--- config.mk ---
export PLATFORM = sky130hd
export DESIGN_NAME = sram_port_arbiter
export DESIGN_NICKNAME = d
export VERILOG_FILES = /design/src/rtl/sram_port_arbiter.sv
export SDC_FILE = /design/constraint.sdc
export NUM_CORES = 1
export LEC_CHECK = 0
export ABC_AREA = 1
export CELL_PAD_IN_SITES_DETAIL_PLACEMENT = 1
export CELL_PAD_IN_SITES_GLOBAL_PLACEMENT = 1
export CORE_UTILIZATION = 25
export DETAILED_ROUTE_END_ITERATION = 16
export GPL_ROUTABILITY_DRIVEN = 0
export GPL_TIMING_DRIVEN = 0
export PLACE_DENSITY_LB_ADDON = 0.3
export SLEW_MARGIN = 40
export SYNTH_ARGS = -nofsm -noshare
export SYNTH_HDL_FRONTEND = slang
export SYNTH_SLANG_ARGS = --single-unit
--- constraint.sdc ---
create_clock -name clk -period 1.46 [get_ports clk]
set_clock_uncertainty 0.1 [all_clocks]
set_input_delay 0.146 -clock clk [delete_from_list [all_inputs] [get_ports clk]]
set_output_delay 0.146 -clock clk [all_outputs]
set_load 0.01 [all_outputs]
--- src/rtl/sram_port_arbiter.sv ---
// Two-port round-robin arbiter in front of a single-port synchronous SRAM.
// One access is in flight at a time, and every output is registered.
module sram_port_arbiter #(
   parameter int RD_LAT = 1
) (
   input  logic        clk,
   input  logic        rst,
   input  logic        a_req,
   input  logic        a_we,
   input  logic [4:0]  a_addr,
   input  logic [31:0] a_wdata,
   input  logic        b_req,
   input  logic        b_we,
   input  logic [4:0]  b_addr,
   input  logic [31:0] b_wdata,
   output logic        a_gnt,
   output logic        b_gnt,
   output logic        a_done,
   output logic        b_done,
   output logic [31:0] a_rdata,
   output logic [31:0] b_rdata,
   output logic        sram_csb_n,
   output logic        sram_we_n,
   output logic [4:0]  sram_addr,
   output logic [31:0] sram_din,
   input  logic [31:0] sram_dout
);

   localparam logic [1:0] WAIT_LAST = 2'(RD_LAT - 1);

   typedef enum logic [1:0] {IDLE, ISSUE, WAIT, RESP} state_t;

   state_t     state;
   logic       ptr_b;
   logic       win_b;
   logic       lat_we;
   logic [1:0] wait_cnt;
   logic       pick_b;

   // B wins when it asks alone, or when both ask and the pointer favours B.
   assign pick_b = b_req & (~a_req | ptr_b);

   always_ff @(posedge clk) begin
      if (rst) begin
         state      <= IDLE;
         ptr_b      <= 1'b0;
         win_b      <= 1'b0;
         lat_we     <= 1'b0;
         wait_cnt   <= '0;
         a_gnt      <= 1'b0;
         b_gnt      <= 1'b0;
         a_done     <= 1'b0;
         b_done     <= 1'b0;
         a_rdata    <= '0;
         b_rdata    <= '0;
         sram_csb_n <= 1'b1;
         sram_we_n  <= 1'b1;
         sram_addr  <= '0;
         sram_din   <= '0;
      end else begin
         a_gnt  <= 1'b0;
         b_gnt  <= 1'b0;
         a_done <= 1'b0;
         b_done <= 1'b0;
         case (state)
            IDLE: begin
               if (a_req | b_req) begin
                  win_b      <= pick_b;
                  ptr_b      <= ~pick_b;
                  lat_we     <= pick_b ? b_we : a_we;
                  a_gnt      <= ~pick_b;
                  b_gnt      <= pick_b;
                  sram_csb_n <= 1'b0;
                  sram_we_n  <= pick_b ? ~b_we : ~a_we;
                  sram_addr  <= pick_b ? b_addr : a_addr;
                  sram_din   <= pick_b ? b_wdata : a_wdata;
                  state      <= ISSUE;
               end
            end
            ISSUE: begin
               sram_csb_n <= 1'b1;
               sram_we_n  <= 1'b1;
               wait_cnt   <= '0;
               if (lat_we) begin
                  a_done <= ~win_b;
                  b_done <= win_b;
                  state  <= RESP;
               end else begin
                  state <= WAIT;
               end
            end
            WAIT: begin
               // Read data is valid on the last wait cycle only.
               if (wait_cnt == WAIT_LAST) begin
                  if (win_b) b_rdata <= sram_dout;
                  else       a_rdata <= sram_dout;
                  a_done <= ~win_b;
                  b_done <= win_b;
                  state  <= RESP;
               end else begin
                  wait_cnt <= wait_cnt + 2'd1;
               end
            end
            RESP:    state <= IDLE;
            default: state <= IDLE;
         endcase
      end
   end

endmodule

; ---- Yosys cells after proc, flatten, opt, wreduce, memory -nomap -nowiden
; Index checks and enable logic that the tools add are counted.
[classes]
n_reduce_logical = 11
addsub = 1
eq_ne = 6
mux = 20
bitwise = 10
[ops]
columns = cell, n
row1 = $mux 32, 1
row2 = $mux 1, 9
row3 = $pmux 1 s2, 4
row4 = $pmux 2 s4, 1
row5 = $reduce_and 2->1, 4
row6 = $not 1->1, 7
row7 = $mux 2, 3
row8 = $ne 2x2->1 const B, 3
row9 = $reduce_and 3->1, 2
row10 = $mux 5, 1
row11 = $eq 2x2->1 const B, 2
row12 = $logic_not 2->1, 2
row13 = $pmux 2 s2, 1
row14 = $reduce_bool 2->1, 2
row15 = $reduce_or 3->1, 1
row16 = $add 2x1->2 const B, 1
row17 = $eq 2x1->1 const B, 1
row18 = $or 1x1->1, 2
row19 = $and 1x1->1, 1
[totals]
output_inout_bits = 107
register_bits = 114
in_bits = 112

; ---- Longest topological paths before layout
[depth]
word_depth = 6
mapped_depth = 9

; ---- Least setup slack after synthesis
; OpenSTA, ideal clock, no wires.
[synth_timing]
kind = reg-to-reg
start = register state[0]
end = register sram_addr[0]
required_time_ns = 1.232
arrival_time_ns = 1.333
stages_incl_launch_ff = 10
slack_ns = -0.100
period_less_slack_ns = 1.560
setup_time_ns = 0.128
path_cell_list = dfxtp_1 inv_1 ha_1 inv_2 nor2_8 nand2_4 buf_2 nor2_1 nor2_1 nor2_1
[synth_between]
elab_chain_len = 2
[synth_rtl]
columns = element, line_no
row1 = from (decl), 33  ; state_t state;
row2 = from (signal assigned), 45  ; state <= IDLE;
row3 = from (signal assigned), 77  ; state <= ISSUE;
row4 = from (signal assigned), 87  ; state <= RESP;
row5 = $logic_not 2->1, 65  ; case (state)
row6 = $reduce_and 2->1 (no source line), --
row7 = to (signal assigned), 75  ; sram_addr <= pick_b ? b_addr : a_addr;
row8 = to (decl), 24  ; output logic [4:0] sram_addr,
; Every way passes these cells.
; A chain may end at the register's enable or synchronous reset.

; ---- Worst setup path after layout
[layout_timing]
start = register state[0]
end = register sram_addr[2]
; Same word-level chain as after synthesis.

==> impl.org <==
** Outcome
- The run finished, with violations left.
- Failing checks :: setup timing

** Power and ir drop
- In this run the static leakage power is 4.05 nW.
- Of the total power, registers draw 28.2%.
- Total power :: 15.1 mW
- Power share of the combinational group :: 42.5%
- Net switching is 34.9% of the power.
- Clock Power Share :: 29.4%
- In this run the power density over the cells is 1760 mW/mm2.
- Sw power :: 5.27 mW
- Internal Pwr Total :: 9.83 mW
- Max VDD drop :: 0.967 mV

** Worst hold path
- Start point of the worst hold path :: b_wdata[21]
- The min-delay analysis places its worst path in the category in2reg.
- Hold Path Depth :: 3
- Endpoint, Worst Hold :: sram_din[21]

** Detailed routing
- Average detailed-routed wire length per instance :: 16.6 um
- Number of iterations in the first detailed-routing pass :: 4
- The routed design has 19000 um of wire.
- Once detail routing completed, the nets flagged for antenna violations numbered 0.
- The detailed router finished its first iteration with 146 violations.
- Detailed-route DRC error count :: 0
- Via count :: 5218
- Dividing the detail-routed via count by the number of cells gives 4.58.

** Finish
- The area growth from synthesis to layout is 86.1%.
- The post-route netlist has 21.4% of its cells at a drive strength greater than 1.
- After filler insertion, the fill cell instance count of the layout stands at 2172.
- Across the whole layout, storage elements account for 0.00229 mm2.
- Antenna diode count :: 0
- Final cell area excluding filler cells :: 0.00859 mm2
- After the flow finishes, the layout carries non-filler instances totaling 1140.
- At the end of the flow, the number of nets in the layout was 1016.
- The multi-input combinational cells in the finished layout cover a total of 0.00251 mm2.

** Flow run
- Max-cap violations in this run came to 0.

** STA
- Setup repair after global routing could not meet its margin everywhere.
- Peak clock frequency supported by timing :: 667 MHz
- Setup violations remaining at the end of the flow were counted as 44.
- For the finished layout, the period the worst path requires is 1500 ps.
- The tightest hold path in the finished design has a slack of 172 ps.
- The final critical path takes up 103% of the cycle.
- Number of failing hold endpoints at the final stage :: 0
- Worst-case setup margin in the final layout :: -39.8 ps
- Transition time at the pin with the least slew margin :: 476 ps
- The final-report max-slew violation count is 0.
- Relative slew slack :: 68.3%

** Floorplan
- During I/O placement, the number of pins put on the boundary was 219.
- The initial utilization of the core area, before any placement, comes to 25.6%.
- The floorplan has 49 rows.
- The floorplan step set the die width to 138 um.
- Die area :: 0.0190 mm2
- Die Height :: 138 um
- The total area inside the core boundary comes to 0.0180 mm2.

** Critical path
- Launch instance of the worst register-to-register path :: state[0]
- Worst reg-to-reg path cell count :: 9
- Data on the critical path arrives at its endpoint at 1760 ps.
- STA classifies the critical path startpoint as a flip-flop.
- Crit Reg-Reg Endpoint :: sram_addr[2]
- STA classifies the critical path endpoint as a flip-flop.
- Critical path fanouts, max :: 5
- For flop-to-flop paths, the worst setup slack is -40 ps.
- By startpoint and endpoint, the worst setup path is classified as reg2reg.
- STA puts the critical path data required time at 1720 ps.

** Placement
- Buffers placed on the I/O ports in this run total 218.
- After legalization and detailed placement, the total HPWL measured 12700 um.
- Total instance count after detailed placement :: 1087
- Once placement finished, the instance area stood at 0.00712 mm2.

** Synthesis
- For this run, the register share of the synthesized area comes to 49.4%.
- Yosys printed 0 warnings.
- Post-synthesis cell count :: 640
- Synthesized flop and latch total :: 114
- After synthesis, the netlist uses 25 different library cells.
- The number of nets handed over by synthesis was 757.
- Dividing the synthesized area by the synthesized cell count gives 7.21 um2.
- The synthesized netlist occupies a cell area of 0.00462 mm2.

** Clock network
- Hold buffer count at CTS :: 0
- CTS tree :: built
- Maximum count of clock buffers along a single path :: 2
- CTS saw 114 sinks.
- Clock latency on the worst-skew pair, taken at its later pin, is 410 ps.
- Clk root buf :: sky130_fd_sc_hd__clkbuf_16
- CTS built an H-tree with a depth of 4.
- After clock tree synthesis, the clock-pin slew on the worst setup and hold paths is 60 ps.
- Counting the buffers created by CTS gives 17.

** Global route
- The first global-routing pass estimated 29000 um of wire.
- For this run, the total global-route usage over all layers was measured as 20.1%.
- Total global routing overflow :: 0
- The number of global-route vias before repair came to 5508.
- Number of antenna violations at the first check in global routing :: 0
- Entering global routing, the biggest net connects 17 pins.
metrics by stage:
step                      utilization [%]  setup slack (ps)  setup TNS [ps]
after global routing                 47.7              -119           -5700
after CTS                            45.9             -85.4           -2780
after floorplan                         -              5.58               0
after detailed placement             39.5              -683          -51760
final                                47.7             -39.8            -838
after global placement               39.5              -699          -49630
worst max-delay path, cell delays in order, from the launching register on:
cell,delay [ps]
sky130_fd_sc_hd__dfxtp_4,360
sky130_fd_sc_hd__inv_6,70
sky130_fd_sc_hd__ha_4,190
sky130_fd_sc_hd__inv_6,60
sky130_fd_sc_hd__nor2_8,110
sky130_fd_sc_hd__nand2_8,80
sky130_fd_sc_hd__nor2_4,180
sky130_fd_sc_hd__buf_6,180
sky130_fd_sc_hd__nand2_2,60
sky130_fd_sc_hd__nand3_2,50
cells in the final DEF (no fill, tap or decap), types with 3 or more instances in the layout:
cell type / netlist / final
sky130_fd_sc_hd__dfxtp_1: 114 / 112
sky130_fd_sc_hd__clkdlybuf4s50_1: 0 / 110
sky130_fd_sc_hd__nand2_1: 139 / 107
sky130_fd_sc_hd__dlygate4sd2_1: 0 / 107
sky130_fd_sc_hd__nor2_1: 126 / 86
sky130_fd_sc_hd__nand3_1: 75 / 64
sky130_fd_sc_hd__a21oi_1: 36 / 34
sky130_fd_sc_hd__o21ai_0: 36 / 27
sky130_fd_sc_hd__inv_1: 32 / 26
sky130_fd_sc_hd__nor2_4: 1 / 25
sky130_fd_sc_hd__clkbuf_16: 0 / 23
sky130_fd_sc_hd__nand2_2: 1 / 22
sky130_fd_sc_hd__nand4_1: 18 / 18
sky130_fd_sc_hd__nor2_2: 1 / 17
sky130_fd_sc_hd__buf_4: 1 / 13
sky130_fd_sc_hd__buf_6: 0 / 11
sky130_fd_sc_hd__nand3_2: 0 / 11
sky130_fd_sc_hd__nand2_4: 1 / 10
sky130_fd_sc_hd__clkbuf_2: 0 / 8
sky130_fd_sc_hd__o21ai_1: 0 / 8
sky130_fd_sc_hd__clkbuf_4: 0 / 7
sky130_fd_sc_hd__clkbuf_8: 0 / 7
sky130_fd_sc_hd__clkbuf_1: 25 / 6
sky130_fd_sc_hd__buf_8: 0 / 5
sky130_fd_sc_hd__bufinv_16: 0 / 4
sky130_fd_sc_hd__clkinv_2: 0 / 4
sky130_fd_sc_hd__inv_2: 2 / 3
sky130_fd_sc_hd__clkinv_4: 0 / 3
sky130_fd_sc_hd__buf_2: 14 / 3
sky130_fd_sc_hd__nand3b_1: 3 / 3
sky130_fd_sc_hd__ha_4: 0 / 3
power by group through the flow:
stage | Clock [mW] | Combinational (mW) | Sequential (mW)
after floorplan | 0 | 2.14 | 4.55
after global placement | 0 | 4.93 | 4.25
after detailed placement | 0 | 4.98 | 4.27
after CTS | 4.55 | 5.79 | 4.22
after global routing | 4.66 | 7.01 | 4.34
final | 4.43 | 6.41 | 4.25
registers in the layout, summed over array words and instances (netlist names), 2 cells and up:
register	count
a_rdata	32
b_rdata	32
sram_din	32
sram_addr	5
state	2
wait_cnt	2
per-layer routing:
metal	vias up	share of wire [%]	GRT usage (%)
met5	-	0	0
li1	2587	-	-
met1	2451	41	23.1
met4	0	1.7	6.94
met2	155	49	33.6
met3	25	8.6	7.86
worst max-delay path by stage:
stage	startpoint	endpoint	slack, ps	depth (start not counted)
after floorplan	state[0]	a_rdata[10]	6	8
after global placement	rst	sram_din[19]	-700	4
after detailed placement	rst	b_rdata[27]	-680	4
after CTS	state[0]	a_rdata[25]	-90	8
after global routing	state[0]	a_rdata[31]	-120	8
final	state[0]	sram_addr[2]	-40	9
kinds of logic after synthesis:
| group | Yosys count | synth area share [%] |
|---|---|---|
| and+or+nand+nor | 368 | 34.0 |
| DFF | 114 | 49.4 |
| buffers and inverters | 77 | 6.72 |
| AOI/OAI and AO/OA | 76 | 8.46 |
| adders and majority gates | 5 | 1.36 |
cell usage after synthesis, drive strengths merged:
cell type    n  area [um2]
nand3b       3        22.5
nor2       129         510
ha           5        62.6
nor3         2        10.0
nand3       75         375
o31ai        1        7.51
nand4       18         113
a21oi       36         180
dfxtp      114        2280
a21boi       1        7.51
clkinv       1        3.75
clkbuf      25        93.8
o21ai       36         180
a211oi       2        15.0
buf         17        85.1
inv         34         128
nand2      141         539
area by class of cell:
class | count | share of cell area, %
buffer | 42 | 4.57
clock buffer | 21 | 5.48
clock inverter | 10 | 1.82
inverter | 35 | 1.82
multi-input combinational | 449 | 29.2
sequential | 114 | 26.7
tap | 229 | 3.34
timing repair buffer | 240 | 27.1
what timing repair did:
| item | CTS | global route |
|---|---|---|
| resized for setup | 252 | 84 |
| setup endpoints to repair | 217 | 107 |
| cloned | 5 | 3 |
| buffers inserted | 11 | 4 |
| pin swaps | 15 | 25 |
No activity file was read; power rests on OpenSTA's default activity.
